==> src/rtl/fetch_unit_if.sv <==
// fetch_unit_if: bundles the redirect input, the instruction-memory
// request/grant/response bus and the IF/ID valid/ready handshake of the
// fetch stage. "master" is the fetch unit side; "slave" is the environment
// (memory, EX/MEM redirect source and decode).
interface fetch_unit_if #(
  parameter int XLEN = 32
);
  // Redirect from EX/MEM.
  logic            EX_MEM_PCSrc;
  logic [XLEN-1:0] EX_MEM_NPC;
  // Instruction memory.
  logic            imem_req;
  logic [XLEN-1:0] imem_addr;
  logic            imem_gnt;
  logic            imem_rvalid;
  logic [31:0]     imem_rdata;
  // IF/ID boundary.
  logic            IF_ID_valid;
  logic [31:0]     IF_ID_instr;
  logic [XLEN-1:0] IF_ID_npc;
  logic            IF_ID_ready;

  modport master (
    input  EX_MEM_PCSrc, EX_MEM_NPC,
    input  imem_gnt, imem_rvalid, imem_rdata,
    input  IF_ID_ready,
    output imem_req, imem_addr,
    output IF_ID_valid, IF_ID_instr, IF_ID_npc
  );

  modport slave (
    output EX_MEM_PCSrc, EX_MEM_NPC,
    output imem_gnt, imem_rvalid, imem_rdata,
    output IF_ID_ready,
    input  imem_req, imem_addr,
    input  IF_ID_valid, IF_ID_instr, IF_ID_npc
  );
endinterface

==> src/rtl/fetch_unit.sv <==
// fetch_unit: in-order instruction fetch stage. Holds the PC, issues word
// fetches on a request/grant/response memory bus, buffers returned words in a
// small FIFO and hands them to decode. A taken branch redirects the PC,
// flushes the buffer and drops responses still in flight.
//
// Optional feature macro: FETCH_BUBBLE_CNT_EN adds output fetch_bubble_cnt,
// a saturating count of cycles where decode was ready but nothing was valid.
//
// Handshakes:
//   memory : a request transfers on a cycle with imem_req & imem_gnt; one
//            response (imem_rvalid) comes back per grant, in order, at least
//            one cycle later. imem_req/imem_addr are combinational.
//   decode : IF_ID_instr/IF_ID_npc transfer on a cycle with
//            IF_ID_valid & IF_ID_ready; while valid & !ready the head and
//            outputs stay stable. IF_ID_valid drops in a redirect cycle.
module fetch_unit #(
  parameter int              XLEN       = 32,
  parameter logic [XLEN-1:0] RESET_PC   = '0,
  parameter logic [XLEN-1:0] PC_INCR    = XLEN'(4),
  parameter int              FIFO_DEPTH = 4
) (
  input  logic              clk,
  input  logic              rst,
  fetch_unit_if.master      bus
`ifdef FETCH_BUBBLE_CNT_EN
  ,
  output logic [31:0]       fetch_bubble_cnt
`endif
);

  localparam int PW = $clog2(FIFO_DEPTH);
  localparam int CW = PW + 1;
  localparam logic [CW:0] DEPTH_W = (CW+1)'(FIFO_DEPTH);

  // Architectural state.
  logic [XLEN-1:0] r_pc;        // next address to request
  logic [XLEN-1:0] r_resp_pc;   // fetch address of the next kept response
  logic [CW-1:0]   r_out_cnt;   // granted, unanswered requests
  logic [CW-1:0]   r_disc_cnt;  // in-flight responses still to be dropped
  logic [CW-1:0]   r_fcnt;      // buffered instructions
  logic [PW-1:0]   r_rd_ptr;
  logic [PW-1:0]   r_wr_ptr;
  logic [31:0]     r_fifo_instr [FIFO_DEPTH];
  logic [XLEN-1:0] r_fifo_npc   [FIFO_DEPTH];

  // Per-cycle events.
  logic            w_redirect;
  logic            w_valid;
  logic            w_pop;
  logic            w_req;
  logic            w_grant;
  logic            w_rsp;
  logic            w_push;
  logic [CW:0]     w_used;

  assign w_redirect = bus.EX_MEM_PCSrc;

  // Redirect suppresses the output so no pop can happen on a flushed entry.
  assign w_valid = (r_fcnt != '0) & ~w_redirect;
  assign w_pop   = w_valid & bus.IF_ID_ready;

  // Credit: every granted request owns a FIFO slot until it is popped (or
  // dropped), so a response can always be pushed. A pop this cycle frees a
  // slot early, which lets a full FIFO keep streaming at one per cycle.
  assign w_used = {1'b0, r_out_cnt} + {1'b0, r_fcnt} - (CW+1)'(w_pop);
  assign w_req  = ~rst & ~w_redirect & (w_used < DEPTH_W);

  assign w_grant = w_req & bus.imem_gnt;

  // A response with nothing outstanding is a protocol error and is ignored.
  assign w_rsp  = bus.imem_rvalid & (r_out_cnt != '0);
  assign w_push = w_rsp & ~w_redirect & (r_disc_cnt == '0);

  assign bus.imem_req    = w_req;
  assign bus.imem_addr   = r_pc;
  assign bus.IF_ID_valid = w_valid;
  assign bus.IF_ID_instr = r_fifo_instr[r_rd_ptr];
  assign bus.IF_ID_npc   = r_fifo_npc[r_rd_ptr];

  // Request and response PCs: redirect loads both, otherwise each advances
  // on its own event (grant / kept response), wrapping silently.
  always_ff @(posedge clk or posedge rst) begin
    if (rst) begin
      r_pc      <= RESET_PC;
      r_resp_pc <= RESET_PC;
    end else if (w_redirect) begin
      r_pc      <= bus.EX_MEM_NPC;
      r_resp_pc <= bus.EX_MEM_NPC;
    end else begin
      if (w_grant) r_pc      <= r_pc + PC_INCR;
      if (w_push)  r_resp_pc <= r_resp_pc + PC_INCR;
    end
  end

  // Outstanding count: up on grant, down on every accepted response
  // (including dropped ones). No grant can coincide with a redirect.
  always_ff @(posedge clk or posedge rst) begin
    if (rst) begin
      r_out_cnt <= '0;
    end else begin
      r_out_cnt <= r_out_cnt + CW'(w_grant) - CW'(w_rsp);
    end
  end

  // Discard count: on redirect every request still unanswered after this
  // cycle's response becomes stale; afterwards each response burns one.
  always_ff @(posedge clk or posedge rst) begin
    if (rst) begin
      r_disc_cnt <= '0;
    end else if (w_redirect) begin
      r_disc_cnt <= r_out_cnt - CW'(w_rsp);
    end else if (w_rsp && (r_disc_cnt != '0)) begin
      r_disc_cnt <= r_disc_cnt - CW'(1);
    end
  end

  // FIFO pointers and occupancy; a redirect empties the buffer.
  always_ff @(posedge clk or posedge rst) begin
    if (rst) begin
      r_rd_ptr <= '0;
      r_wr_ptr <= '0;
      r_fcnt   <= '0;
    end else if (w_redirect) begin
      r_rd_ptr <= '0;
      r_wr_ptr <= '0;
      r_fcnt   <= '0;
    end else begin
      if (w_push) r_wr_ptr <= r_wr_ptr + PW'(1);
      if (w_pop)  r_rd_ptr <= r_rd_ptr + PW'(1);
      r_fcnt <= r_fcnt + CW'(w_push) - CW'(w_pop);
    end
  end

  // FIFO storage: each entry is the instruction plus its fall-through PC.
  always_ff @(posedge clk or posedge rst) begin
    if (rst) begin
      for (int i = 0; i < FIFO_DEPTH; i++) begin
        r_fifo_instr[i] <= '0;
        r_fifo_npc[i]   <= '0;
      end
    end else if (w_push) begin
      r_fifo_instr[r_wr_ptr] <= bus.imem_rdata;
      r_fifo_npc[r_wr_ptr]   <= r_resp_pc + PC_INCR;
    end
  end

`ifdef FETCH_BUBBLE_CNT_EN
  logic [31:0] r_bubble_cnt;

  // Bubble counter: decode was ready but had nothing to take; saturates.
  always_ff @(posedge clk or posedge rst) begin
    if (rst) begin
      r_bubble_cnt <= '0;
    end else if (bus.IF_ID_ready && !w_valid && (r_bubble_cnt != 32'hFFFF_FFFF)) begin
      r_bubble_cnt <= r_bubble_cnt + 32'd1;
    end
  end

  assign fetch_bubble_cnt = r_bubble_cnt;
`endif

endmodule

==> src/flat_wrapper.sv <==
// flat-port wrapper written by rule: the top's interface ports become plain ports
module fetch_unit_flat 
#(
  parameter int              XLEN       = 32,
  parameter logic [XLEN-1:0] RESET_PC   = '0,
  parameter logic [XLEN-1:0] PC_INCR    = XLEN'(4),
  parameter int              FIFO_DEPTH = 4
)
  (clk, rst, bus_EX_MEM_PCSrc, bus_EX_MEM_NPC, bus_imem_gnt, bus_imem_rvalid, bus_imem_rdata, bus_IF_ID_ready, bus_imem_req, bus_imem_addr, bus_IF_ID_valid, bus_IF_ID_instr, bus_IF_ID_npc);
  fetch_unit_if #(.XLEN(XLEN)) bus_i ();
  input  logic clk;
  input  logic rst;
  input wire logic [$bits(bus_i.EX_MEM_PCSrc)-1:0] bus_EX_MEM_PCSrc;
  input wire logic [$bits(bus_i.EX_MEM_NPC)-1:0] bus_EX_MEM_NPC;
  input wire logic [$bits(bus_i.imem_gnt)-1:0] bus_imem_gnt;
  input wire logic [$bits(bus_i.imem_rvalid)-1:0] bus_imem_rvalid;
  input wire logic [$bits(bus_i.imem_rdata)-1:0] bus_imem_rdata;
  input wire logic [$bits(bus_i.IF_ID_ready)-1:0] bus_IF_ID_ready;
  output wire logic [$bits(bus_i.imem_req)-1:0] bus_imem_req;
  output wire logic [$bits(bus_i.imem_addr)-1:0] bus_imem_addr;
  output wire logic [$bits(bus_i.IF_ID_valid)-1:0] bus_IF_ID_valid;
  output wire logic [$bits(bus_i.IF_ID_instr)-1:0] bus_IF_ID_instr;
  output wire logic [$bits(bus_i.IF_ID_npc)-1:0] bus_IF_ID_npc;
  assign bus_i.EX_MEM_PCSrc = bus_EX_MEM_PCSrc;
  assign bus_i.EX_MEM_NPC = bus_EX_MEM_NPC;
  assign bus_i.imem_gnt = bus_imem_gnt;
  assign bus_i.imem_rvalid = bus_imem_rvalid;
  assign bus_i.imem_rdata = bus_imem_rdata;
  assign bus_i.IF_ID_ready = bus_IF_ID_ready;
  assign bus_imem_req = bus_i.imem_req;
  assign bus_imem_addr = bus_i.imem_addr;
  assign bus_IF_ID_valid = bus_i.IF_ID_valid;
  assign bus_IF_ID_instr = bus_i.IF_ID_instr;
  assign bus_IF_ID_npc = bus_i.IF_ID_npc;
  fetch_unit #(.XLEN(XLEN), .RESET_PC(RESET_PC), .PC_INCR(PC_INCR), .FIFO_DEPTH(FIFO_DEPTH)) u_core (.clk(clk), .rst(rst), .bus(bus_i));
endmodule
==> config.mk <==
export PLATFORM = sky130hd
export DESIGN_NAME = fetch_unit_flat
export DESIGN_NICKNAME = d
export VERILOG_FILES = /design/src/rtl/fetch_unit_if.sv /design/src/rtl/fetch_unit.sv /design/src/flat_wrapper.sv
export SDC_FILE = /design/constraint.sdc
export NUM_CORES = 1
export LEC_CHECK = 0
export CAP_MARGIN = 20
export CORE_MARGIN = 2
export CORE_UTILIZATION = 59
export DETAILED_ROUTE_END_ITERATION = 8
export GPL_ROUTABILITY_DRIVEN = 0
export PLACE_DENSITY = 0.83
export SYNTH_ARGS = -nofsm -noshare
export SYNTH_HDL_FRONTEND = slang
export SYNTH_SLANG_ARGS = --single-unit
==> constraint.sdc <==
create_clock -name clk -period 24.5 [get_ports clk]
set_clock_uncertainty 0.2 [all_clocks]
set_input_delay 2.45 -clock clk [delete_from_list [all_inputs] [get_ports clk]]
set_output_delay 2.45 -clock clk [all_outputs]
set_load 0.03 [all_outputs]
==> results of run 1 <==
==> logic make-up after synthesis <==
kind of cell,after synthesis,share of synthesized area
compound gates,211,0.07589
xor+xnor,80,0.04497
fa+ha+maj,21,0.01783
buf+inv,118,0.02955
flops,333,0.5349
mux,214,0.2009
simple gates,323,0.09597
==> metal layers <==
metal | routed length (um) | up-vias | global-route usage
met1 | 15770 | 5360 | 0.3725
met2 | 17030 | 286 | 0.4143
li1 | - | 4873 | -
met5 | 0 | - | 0
met3 | 1558 | 69 | 0.03351
met4 | 966 | 0 | 0.07684
==> registers in the layout (all words and copies together), names as in the netlist <==
register and cells:
u_core.bus.imem_addr 32, u_core.r_fifo_instr 128, u_core.r_out_cnt 3, u_core.r_resp_pc 32
u_core.r_fcnt 3, u_core.r_rd_ptr 2, u_core.r_disc_cnt 3, u_core.r_wr_ptr 2
u_core.r_fifo_npc 128
==> placed cells by master (no fill, tap or decap), types with 29 or more instances in the layout <==
cell             count
mux2_2             150
inv_1               34
nand3_1             29
clkdlybuf4s50_1    166
xnor2_1             41
nor2_1              30
mux4_2              64
o21ai_0            151
clkbuf_16           37
dfrtp_1            331
xor2_1              39
nand2_1            173
==> critical path: cells and delay by family <==
| family | cells | cell delay (ns) |
|---|---|---|
| muxes | 1 | 0.35 |
| adders and majority gates | 2 | 0.40 |
| AOI/OAI and AO/OA | 1 | 0.19 |
| buffers and inverters | 4 | 1.38 |
| and+or+nand+nor | 5 | 0.73 |
==> cells in the mapped netlist (15+ instances only) <==
master and number:
a21oi_1 15, buf_1 19, clkbuf_1 48, dfrtp_1 333, ha_1 19, inv_1 35
mux2_2 150, mux4_2 64, nand2_1 177, nand3_1 29, nand4_1 19, nor2_1 30
nor3_1 18, o21ai_0 151, xnor2_1 41, xor2_1 39
==> how the worst min path moves through the flow <==
stage	start	endpoint	slack, ns	depth (start not counted)
6_report	u_core.r_fifo_npc[97]	u_core.r_fifo_npc[97]	0.27	2
5_1_grt	u_core.r_fifo_npc[6]	u_core.r_fifo_npc[6]	0.29	2
4_1_cts	u_core.r_fifo_npc[72]	u_core.r_fifo_npc[72]	0.28	2
3_5_place_dp	u_core.r_fifo_npc[60]	u_core.r_fifo_npc[60]	0.27	2
3_3_place_gp	u_core.r_fifo_npc[106]	u_core.r_fifo_npc[106]	0.26	2
2_1_floorplan	u_core.r_fifo_npc[32]	u_core.r_fifo_npc[32]	0.24	2
==> metrics by stage <==
stage / cells / util / total power [mW] / cell area, um2 / worst slack, ns
2_1_floorplan: 1300 / - / 1.214 / 15580 / 12.63
3_3_place_gp: 1729 / 0.6714 / 1.436 / 17450 / 16.41
6_report: 1793 / 0.7174 / 1.983 / 18640 / 16.33
3_5_place_dp: 1729 / 0.6714 / 1.462 / 17450 / 16.39
4_1_cts: 1791 / 0.7152 / 1.996 / 18590 / 16.34
5_1_grt: 1793 / 0.7174 / 2.079 / 18640 / 16.01
==> layout make-up <==
type / count / area, um2 / area share
flip-flops and latches: 333 / 8338 / 0.4473
multi-input cells: 849 / 6817 / 0.3657
repair buffers: 177 / 1782 / 0.09558
clock buffers: 59 / 1099 / 0.05893
well taps: 335 / 419.2 / 0.02249
inverters: 37 / 146.4 / 0.007853
clock inverters: 3 / 40.04 / 0.002148
==> power by group through the flow <==
stage	clock, mW	combinational [mW]	sequential (mW)
after detailed placement	0	0.697	0.766
after floorplan	0	0.476	0.738
after global routing	0.556	0.746	0.777
after CTS	0.532	0.704	0.760
after global placement	0	0.680	0.756
final	0.526	0.697	0.760
==> impl_results.rst, run 1 <==
.. list-table::
   :header-rows: 1

   * - Metric
     - Value
   * - Number of nets with antenna violations after routing
     - 0
   * - Total half-perimeter wirelength after legalization and detailed placement
     - 21,980 um
   * - Synth async-reset ratio
     - 1.000
   * - End point of the critical path
     - bus_imem_req
   * - Part of the cycle the worst path needs
     - 0.3336
   * - Post-synthesis average cell area
     - 11.98 um2
   * - Standard cell core area
     - 25,980 um2
   * - Iteration-0 DRC count of the detailed router
     - 892
   * - Remaining Overflow, GRT
     - 0
   * - Slew @ Worst Pin
     - 1.092 ns
   * - Synth area leader
     - dfrtp_1
   * - Die area
     - 27,720 um2
   * - Clock insertion delay at the later pin of the skew report
     - 0.51 ns
   * - Proportion of synthesized chip area in sequential cells
     - 0.5349
   * - Layout net count
     - ~1.5k
   * - Unique masters post-synth
     - 48
   * - Part of the power in the clock network
     - 0.265
   * - Sw Share
     - 0.3351
   * - Number of setup violations in the final report
     - 0
   * - Antenna cells
     - 0
   * - Cell types occupying the most area after synthesis
     - dfrtp_1, mux2_2, mux4_2, o21ai_0, nand2_1
   * - Number of warning messages in the yosys log
     - 0
   * - Clk sink count
     - between 300 and 400
   * - Pre-Repair DR Iteration Count
     - 4
   * - Power share of the combinational group
     - 0.352
   * - Type of element launching the critical path
     - input port
   * - Proportion of netlist area held by the largest area contributor
     - 0.5349
   * - Crit. Startpoint
     - bus_EX_MEM_PCSrc
   * - Total count of max-transition violations in the final report
     - 0
   * - Die X-Extent
     - 166.5 um
   * - Critical path type
     - input port to primary output
   * - Synthesized flop and latch total
     - ~330
   * - Count of port buffers added during placement
     - 167
   * - Most used flip-flop cell after synthesis
     - dfrtp_1
   * - Hold_buf cts
     - 0
   * - Sum of routed wire length over all layers
     - ~35,000 um
   * - Drt via density
     - approximately 6
   * - Critical Path AT
     - 5.52 ns
   * - Final hold violation count
     - 0
   * - Post-synth EDFFs
     - 0
   * - Logic depth of the worst register-to-register path
     - 13
   * - DRC violation count after routing
     - 0
   * - Largest driver fanout on the critical path
     - 48
   * - Power Density
     - approximately 110 nW/um2
   * - Effective utilization at floorplan
     - 0.5996
   * - Capture instance of the worst register-to-register path
     - u_core.r_out_cnt[2]
   * - Setup tns final
     - 0 ns
   * - Number of global-route vias before repair
     - 11.04k
   * - Result of the run
     - finished clean
   * - Reg-to-reg startpoint
     - u_core.r_out_cnt[2]
   * - Int Power
     - 1.319 mW
   * - Die H
     - 166.5 um
   * - Antenna violations before repair
     - 0
   * - Post-layout min period
     - 8.173 ns
   * - Syn Std Cell Area
     - 15,580 um2
   * - Number of vias after detailed routing
     - 10.59k
   * - Maximum vdd ir drop
     - 0.07662 mV
   * - Number of top-level design ports
     - 168
   * - Clk pin slew, worst setup/hold paths
     - 0.06 ns
   * - Achievable frequency
     - 0.1224 GHz
   * - Number of nets in the synthesized netlist
     - ~1.4k
   * - Maximum count of clock buffers along a single path
     - 3
   * - Internal reg-to-reg setup slack
     - 20.38 ns
   * - Worst relative slew slack
     - 0.2722
   * - Kind of end point of the critical path
     - primary output
   * - Critical path required time
     - 21.85 ns
   * - Number of buffers created by CTS
     - 36
   * - Sequential cell fraction of total power
     - 0.383
   * - Synth Instances
     - 1,300
   * - Fill count
     - 1,802
   * - Root buffer selected by CTS
     - clkbuf_16
   * - Syn-to-layout area delta
     - 19.64%
   * - Mean routed wirelength per cell
     - 19.70 um
   * - Share of post-route cells with drive strength above 1
     - 0.1982
   * - Crit-path slowest cell
     - clkdlybuf4s50_1
   * - Post-CTS Setup Inserts
     - 0
   * - Maximum cell stage delay along the critical path
     - 0.63 ns
   * - Clock tree from TritonCTS
     - yes
   * - Max capacitance violation total
     - 0
   * - Maximum level of the CTS H-tree
     - 2
   * - Maximum number of pins on one net before global-route repair
     - 129
   * - Unrepaired setup endpoints after global routing
     - no
   * - Overall Global Routing Usage
     - 0.2574
   * - First-pass GRT wire length
     - 57,930 um
   * - Minimum hold slack
     - 0.2744 ns
   * - Post-cts repair resize count
     - 0
   * - Cells traversed along the worst timing path
     - buf_2, nor2_1, nand2_1, inv_1, ha_1, inv_1, ha_1, and3b_1, nor2_1, mux2_2, a22oi_1, nor3_1, clkdlybuf4s50_1
   * - Leak pwr
     - just over 8 nW
   * - Psw
     - 664.5 uW
   * - Hold WC Path Type
     - flip-flop to flip-flop
   * - Site Rows
     - between 50 and 60
(Power assumes the default switching activity.)
==> run 2, diff against run 1 <==
--- a/config.mk
+++ b/config.mk
@@ -7,10 +7,10 @@
 export LEC_CHECK = 0
 export CAP_MARGIN = 20
 export CORE_MARGIN = 2
-export CORE_UTILIZATION = 59
+export CORE_UTILIZATION = 57
 export DETAILED_ROUTE_END_ITERATION = 8
 export GPL_ROUTABILITY_DRIVEN = 0
-export PLACE_DENSITY = 0.83
+export PLACE_DENSITY = 0.8
 export SYNTH_ARGS = -nofsm -noshare
 export SYNTH_HDL_FRONTEND = slang
 export SYNTH_SLANG_ARGS = --single-unit
==> constraint.sdc (replaced) <==
create_clock -name clk -period 8.12 [get_ports clk]
set_clock_uncertainty 0.2 [all_clocks]
set_input_delay 0.812 -clock clk [delete_from_list [all_inputs] [get_ports clk]]
set_output_delay 0.812 -clock clk [all_outputs]
set_load 0.03 [all_outputs]
==> run 2 against run 1 <==
Hold slack lost 0.00091 ns. Via count down 0.92%. Worst setup slack worse by 13 ns. Power rose to 3.0 times the previous value. Core utilization down 2.3 points. Highest routed layer unchanged. Register-to-register slack worse by 16 ns. Largest cell class unchanged. Critical path depth is the same.
==> impl_results.rst, run 2 (same netlist as run 1, synthesis figures left out) <==
.. list-table::
   :header-rows: 1

   * - Metric
     - Value
   * - Mean routed wirelength per cell
     - 19.11 um (was 19.70 um)
   * - Slew @ Worst Pin
     - 1.139 ns (was 1.092 ns)
   * - Area occupied by multi-input gates
     - 6817 um2 (unchanged)
   * - Post-CTS Setup Inserts
     - 0 (unchanged)
   * - Most frequent cells in the layout
     - dfrtp_1, nand2_1, clkdlybuf4s50_1 (unchanged)
   * - Share of post-route cells with drive strength above 1
     - 0.2040 (was 0.1982)
   * - Number of setup violations in the final report
     - 0 (unchanged)
   * - PnR Total Power
     - 5.975 mW (was 1.983 mW)
   * - Psw
     - 1.988 mW (was 664.5 uW)
   * - Kind of end point of the critical path
     - primary output (unchanged)
   * - Largest driver fanout on the critical path
     - 48 (unchanged)
   * - Iteration-0 DRC count of the detailed router
     - 728 (was 892)
   * - Post-cts repair resize count
     - 0 (unchanged)
   * - Total count of max-transition violations in the final report
     - 0 (unchanged)
   * - Antenna violations before repair
     - 0 (unchanged)
   * - Clk sink count
     - 333 (unchanged)
   * - Overall Global Routing Usage
     - 0.2460 (was 0.2574)
   * - Final standard cell count with taps included and fillers excluded
     - 1,797 (was 1,793)
   * - Achievable frequency
     - about 0.20 GHz
   * - Register cell area after layout
     - 8338 um2 (unchanged)
   * - Most common cell after layout, fill and taps aside
     - dfrtp_1 (unchanged)
   * - Part of the power in the clock network
     - 0.265 (about the same)
   * - Standard cell core area
     - 26,880 um2 (was 25,980 um2)
   * - Maximum number of pins on one net before global-route repair
     - 194 (was 129)
   * - Total half-perimeter wirelength after legalization and detailed placement
     - 21,700 um (was 21,980 um)
   * - Leading registers by flop count
     - u_core.r_fifo_instr: 128 flops, u_core.r_fifo_npc: 128 flops (unchanged)
   * - Worst relative slew slack
     - 0.2407 (was 0.2722)
   * - Layout net count
     - 1,526 (was 1,525)
   * - Effective utilization at floorplan
     - 0.5797 (was 0.5996)
   * - Number of vias after detailed routing
     - 10.49k (was 10.59k)
   * - Type of element launching the critical path
     - input port (unchanged)
   * - Hold WC Path Type
     - flip-flop to flip-flop (unchanged)
   * - Int Power
     - 3.987 mW (was 1.319 mW)
   * - Number of global-route vias before repair
     - 10.89k (was 11.04k)
   * - Power share of the combinational group
     - 0.352 (about the same)
   * - Power Density
     - 320.2 nW/um2 (was 106.4 nW/um2)
   * - Unrepaired setup endpoints after global routing
     - no (unchanged)
   * - Number of nets with antenna violations after routing
     - 0 (unchanged)
   * - Final hold violation count
     - 0 (unchanged)
   * - Clock tree from TritonCTS
     - yes (unchanged)
   * - Drt via density
     - 5.838 (was 5.905)
   * - First-pass GRT wire length
     - 56,430 um (was 57,930 um)
   * - Remaining Overflow, GRT
     - 0 (unchanged)
   * - Leak pwr
     - 8.146 nW (was 8.141 nW)
   * - Syn-to-layout area delta
     - 19.76% (was 19.64%)
   * - Fill count
     - 1,957 (was 1,802)
   * - DRC violation count after routing
     - 0 (unchanged)
   * - Pre-Repair DR Iteration Count
     - 4 (unchanged)
   * - Part of the cycle the worst path needs
     - 0.6030
   * - Sum of routed wire length over all layers
     - 34,350 um (was 35,330 um)
   * - Maximum count of clock buffers along a single path
     - 3 (unchanged)
   * - Max capacitance violation total
     - 0 (unchanged)
   * - Hold_buf cts
     - 0 (unchanged)
   * - Antenna cells
     - 0 (unchanged)
   * - Die X-Extent
     - 169.3 um (was 166.5 um)
   * - Result of the run
     - finished clean (unchanged)
   * - Die area
     - 28,670 um2 (was 27,720 um2)
   * - Site Rows
     - 60 (was 59)
   * - Critical path required time
     - 7.11 ns (was 21.85 ns)
   * - Number of cells after detailed placement
     - 1,737 (was 1,729)
   * - Final worst-path setup slack
     - 3.224 ns (was 16.33 ns)
   * - Clock insertion delay at the later pin of the skew report
     - 0.51 ns (about the same)
   * - Post-layout min period
     - 4.896 ns
   * - Maximum vdd ir drop
     - 0.1620 mV (was 0.07662 mV)
   * - Setup tns final
     - 0 ns (unchanged)
   * - Number of top-level design ports
     - 168 (unchanged)
   * - Clk pin slew, worst setup/hold paths
     - 0.05 ns (was 0.06 ns)
   * - Minimum hold slack
     - 0.2735 ns (was 0.2744 ns)
   * - Sw Share
     - 0.3327 (was 0.3351)
   * - Worst slack at placement
     - 3.258 ns (was 16.39 ns)
   * - Sequential cell fraction of total power
     - 0.382 (was 0.383)
   * - Die H
     - 169.3 um (was 166.5 um)
   * - Maximum level of the CTS H-tree
     - 2 (unchanged)
   * - Critical path type
     - input port to primary output (unchanged)
   * - Critical Path AT
     - 3.88 ns (was 5.52 ns)
   * - Root buffer selected by CTS
     - clkbuf_16 (unchanged)
   * - Count of port buffers added during placement
     - 167 (unchanged)
   * - Number of buffers created by CTS
     - 36 (unchanged)
run 2: cell count changes in the layout (fill, tap and decap cells not counted):
cell | previous run | this run
buf_12 | 0 | 1
clkinv_2 | 2 | 7
buf_16 | 2 | 1
buf_4 | 8 | 9
clkbuf_1 | 13 | 3
clkinv_4 | 0 | 1
inv_8 | 1 | 0
clkinvlp_4 | 0 | 3
bufinv_16 | 1 | 2
clkbuf_8 | 9 | 7
run 2: path summary, 6_finish.rpt:
path / endpoint / startpoint / cells past startpoint / slack (ns)
worst min-delay path: u_core.r_fifo_npc[20] / u_core.r_fifo_npc[20] / 2 / 0.27
max in group asynchronous: u_core.r_rd_ptr[0] / rst / 4 / 5.38
worst min register to register: u_core.r_fifo_npc[20] / u_core.r_fifo_npc[20] / 2 / 0.27
worst max register to register: u_core.r_out_cnt[2] / u_core.r_out_cnt[2] / 13 / 4.05
worst max-delay path: bus_imem_req / bus_EX_MEM_PCSrc / 13 / 3.22
min in group asynchronous: u_core.bus.imem_addr[31] / rst / 3 / 0.73
run 2: area by class of cell:
cell class                      instances  share of cell area
Timing Repair Buffer                  178             0.09549
Tap cell                              341             0.02287
Clock inverter                         12            0.006371
Inverter                               37            0.007645
Multi-Input combinational cell        849              0.3653
Clock buffer                           47             0.05539
Sequential cell                       333              0.4469
run 2: layer usage:
metal / routed length, um / global-route usage / vias up
met4: 569 / 0.06132 / 0
met2: 16690 / 0.3980 / 318
met5: 0 / 0 / -
met3: 2006 / 0.03661 / 40
met1: 15080 / 0.3556 / 5259
li1: - / - / 4874
run 2: worst max-delay path: stages:
cell and delay (ns):
buf_2 0.65, nor2_1 0.16, nand2_1 0.14, inv_1 0.08
ha_1 0.18, inv_1 0.05, ha_1 0.21, and3b_1 0.21
nor2_1 0.16, mux2_2 0.35, a22oi_1 0.18, nor3_1 0.06
clkdlybuf4s50_1 0.63
run 2: power groups by stage:
stage | Sequential [mW] | Combinational (mW) | Clock (mW)
5_1_grt | 2.34 | 2.25 | 1.69
2_1_floorplan | 2.23 | 1.44 | 0
6_report | 2.29 | 2.10 | 1.58
4_1_cts | 2.29 | 2.12 | 1.62
3_5_place_dp | 2.31 | 2.11 | 0
3_3_place_gp | 2.28 | 2.06 | 0
run 2: per-stage QoR:
step                  util  instance area, um2
floorplan                -               15580
global placement    0.6503               17480
detailed placement  0.6503               17480
CTS                 0.6932               18630
global route        0.6942               18660
finish              0.6942               18660
==> run 3, diff against run 2 <==
==> constraint.sdc (replaced) <==
create_clock -name clk -period 4.9 [get_ports clk]
set_clock_uncertainty 0.2 [all_clocks]
set_input_delay 0.49 -clock clk [delete_from_list [all_inputs] [get_ports clk]]
set_output_delay 0.49 -clock clk [all_outputs]
set_load 0.03 [all_outputs]
==> run 3 against run 2 <==
Design area grew 0.22%. Clock power grew 61%. Sequential power grew 66%. Worst setup slack lost 2.4 ns. Register-to-register slack lost 3.1 ns. Via count grew 1.8%. Wire length grew 3.7%. Flip-flop and latch count is the same. Power grew 65%. Hold slack lost 0.15 ns. Largest cell class unchanged. Highest routed layer unchanged.
==> impl_results.rst, run 3 (same netlist as run 1, synthesis figures left out) <==
.. list-table::
   :header-rows: 1

   * - Metric
     - Value
   * - Number of global-route vias before repair
     - 10.92k (was 10.89k)
   * - Hold_buf cts
     - 0 (unchanged)
   * - Unrepaired setup endpoints after global routing
     - no (unchanged)
   * - Leading registers by flop count
     - u_core.r_fifo_instr: 128 flops, u_core.r_fifo_npc: 128 flops (unchanged)
   * - Maximum count of clock buffers along a single path
     - 3 (unchanged)
   * - Standard cell core area
     - 26,880 um2 (unchanged)
   * - Crit-path slowest cell
     - clkdlybuf4s50_1 (was buf_2)
   * - PnR Total Power
     - 9.869 mW (was 5.975 mW)
   * - Maximum cell stage delay along the critical path
     - 0.61 ns (was 0.65 ns)
   * - Critical path required time
     - 4.21 ns (was 7.11 ns)
   * - Count of port buffers added during placement
     - 167 (unchanged)
   * - Placed Area
     - 17,580 um2 (was 17,480 um2)
   * - Site Rows
     - 60 (unchanged)
   * - Antenna violations before repair
     - 0 (unchanged)
   * - Max capacitance violation total
     - 0 (unchanged)
   * - Achievable frequency
     - 0.2445 GHz
   * - Internal reg-to-reg setup slack
     - 1.00 ns (was 4.05 ns)
   * - Remaining Overflow, GRT
     - 0 (unchanged)
   * - Result of the run
     - finished clean (unchanged)
   * - Critical path type
     - flip-flop to primary output (was input port to primary output)
   * - Type of element launching the critical path
     - flip-flop (was input port)
   * - Clock tree from TritonCTS
     - yes (unchanged)
   * - Maximum number of pins on one net before global-route repair
     - 102 (was 194)
   * - Die X-Extent
     - 169.3 um (unchanged)
   * - Drt via density
     - 5.916 (was 5.838)
   * - Syn-to-layout area delta
     - 20.02% (was 19.76%)
   * - Mean routed wirelength per cell
     - 19.72 um (was 19.11 um)
   * - Post-cts repair resize count
     - 0 (unchanged)
   * - Most frequent cells in the layout
     - dfrtp_1, nand2_1, clkdlybuf4s50_1 (unchanged)
   * - DRC violation count after routing
     - 0 (unchanged)
   * - Pre-Repair DR Iteration Count
     - 5 (was 4)
   * - Leak pwr
     - 8.164 nW (was 8.146 nW)
   * - Total count of max-transition violations in the final report
     - 0 (unchanged)
   * - Clk sink count
     - 333 (unchanged)
   * - Post-layout min period
     - 4.091 ns
   * - Number of setup violations in the final report
     - 0 (unchanged)
   * - Number of top-level design ports
     - 168 (unchanged)
   * - Largest driver fanout on the critical path
     - 3 (was 48)
   * - Power Density
     - 527.8 nW/um2 (was 320.2 nW/um2)
   * - Antenna cells
     - 0 (unchanged)
   * - First-pass GRT wire length
     - 57,290 um (was 56,430 um)
   * - Maximum level of the CTS H-tree
     - 2 (unchanged)
   * - Share of post-route cells with drive strength above 1
     - 0.2027 (was 0.2040)
   * - Effective utilization at floorplan
     - 0.5797 (unchanged)
   * - Clk pin slew, worst setup/hold paths
     - 0.06 ns (was 0.05 ns)
   * - Worst relative slew slack
     - 0.3238 (was 0.2407)
   * - Hold WC Path Type
     - input port to flip-flop (was flip-flop to flip-flop)
   * - Maximum vdd ir drop
     - 0.4050 mV (was 0.1620 mV)
   * - Clock insertion delay at the later pin of the skew report
     - 0.51 ns (about the same)
   * - Sum of routed wire length over all layers
     - 35,610 um (was 34,350 um)
   * - Most common cell after layout, fill and taps aside
     - dfrtp_1 (unchanged)
   * - Cells traversed along the worst timing path
     - nor3_1, nor2_1, nand2_1, inv_1, ha_1, inv_1, ha_1, and3b_1, nor2_1, mux2_2, a22oi_1, nor3_1, clkdlybuf4s50_1 (was buf_2, nor2_1, nand2_1, inv_1, ha_1, inv_1, ha_1, and3b_1, nor2_1, mux2_2, a22oi_1, nor3_1, clkdlybuf4s50_1)
   * - Overall Global Routing Usage
     - 0.2512 (was 0.2460)
   * - Root buffer selected by CTS
     - clkbuf_16 (unchanged)
   * - Non-Filler Cell Area, Final
     - 18,700 um2 (was 18,660 um2)
   * - Die H
     - 169.3 um (unchanged)
   * - Critical Path AT
     - 3.40 ns (was 3.88 ns)
   * - Die area
     - 28,670 um2 (unchanged)
   * - Post-CTS Setup Inserts
     - 0 (unchanged)
   * - Part of the cycle the worst path needs
     - 0.8348
   * - Kind of end point of the critical path
     - primary output (unchanged)
   * - Number of vias after detailed routing
     - 10.69k (was 10.49k)
   * - Number of buffers created by CTS
     - 35 (was 36)
   * - Slew @ Worst Pin
     - 1.007 ns (was 1.139 ns)
   * - Number of nets with antenna violations after routing
     - 0 (unchanged)
   * - Final hold violation count
     - 0 (unchanged)
   * - Iteration-0 DRC count of the detailed router
     - 712 (was 728)
   * - Layout net count
     - 1,532 (was 1,526)
   * - Total half-perimeter wirelength after legalization and detailed placement
     - 22,850 um (was 21,700 um)
[run 3: cell types whose count changed in the layout (fill, tap and decap cells not counted), sizes merged]
cell / previous run / this run
buf: 12 / 19
bufinv: 2 / 1
clkbuf: 47 / 56
clkinv: 8 / 3
clkinvlp: 3 / 1
inv: 36 / 37
[run 3: worst paths after layout]
| path | endpoint | startpoint | cells after the start |
|---|---|---|---|
| worst min register to register | u_core.r_fifo_npc[95] | u_core.r_fifo_npc[95] | 2 |
| min in group asynchronous | u_core.r_out_cnt[1] | rst | 2 |
| worst min-delay path | u_core.r_rd_ptr[0] | bus_EX_MEM_PCSrc | 4 |
| worst max-delay path | bus_imem_req | u_core.r_fcnt[1] | 13 |
| max in group asynchronous | u_core.r_fifo_npc[124] | rst | 4 |
| worst max register to register | u_core.r_out_cnt[2] | u_core.r_fcnt[1] | 16 |
[run 3: power by group]
group	internal (mW)	switching [mW]
Sequential	3.34	0.458
Combinational	1.70	1.82
Clock	1.51	1.04
[run 3: through the flow]
step           setup TNS, ns  hold slack, ns  setup WS [ns]  cells  utilization
3_3_place_gp               0          0.2556         0.9211   1744       0.6541
2_1_floorplan         -79.46          0.2446        -0.2386   1300            -
3_5_place_dp               0          0.2654         0.7357   1744       0.6541
4_1_cts                    0          0.1245         0.7539   1805       0.6950
6_report                   0          0.1241         0.8093   1806       0.6958
5_1_grt                    0          0.1673         0.5605   1806       0.6958
[run 3: area by class of cell]
class | instances | area [um2]
flip-flops and latches | 333 | 8338
fillers | 1884 | 8177
multi-input cells | 849 | 6817
repair buffers | 185 | 1877
clock buffers | 56 | 1045
well taps | 341 | 426.7
inverters | 37 | 142.6
clock inverters | 5 | 53.80
[run 3: per-layer routing]
layer | share of wire | vias to the layer above | global-route usage | wire [um]
met4 | 0.022 | 0 | 0.06875 | 789
met2 | 0.48 | 317 | 0.4094 | 17210
met3 | 0.047 | 54 | 0.03125 | 1689
li1 | - | 4895 | - | -
met1 | 0.45 | 5419 | 0.3622 | 15920
met5 | 0 | - | 0 | 0
[run 3: critical path: cells and delay by family, from the launching register on]
kind	cells	cell delay [ns]
AO/OA/AOI/OAI	1	0.18
adder cells (fa/ha/maj)	2	0.40
buffers and inverters	3	0.74
flip-flops	1	0.41
multiplexers	1	0.35
AND/OR/NAND/NOR	6	0.81
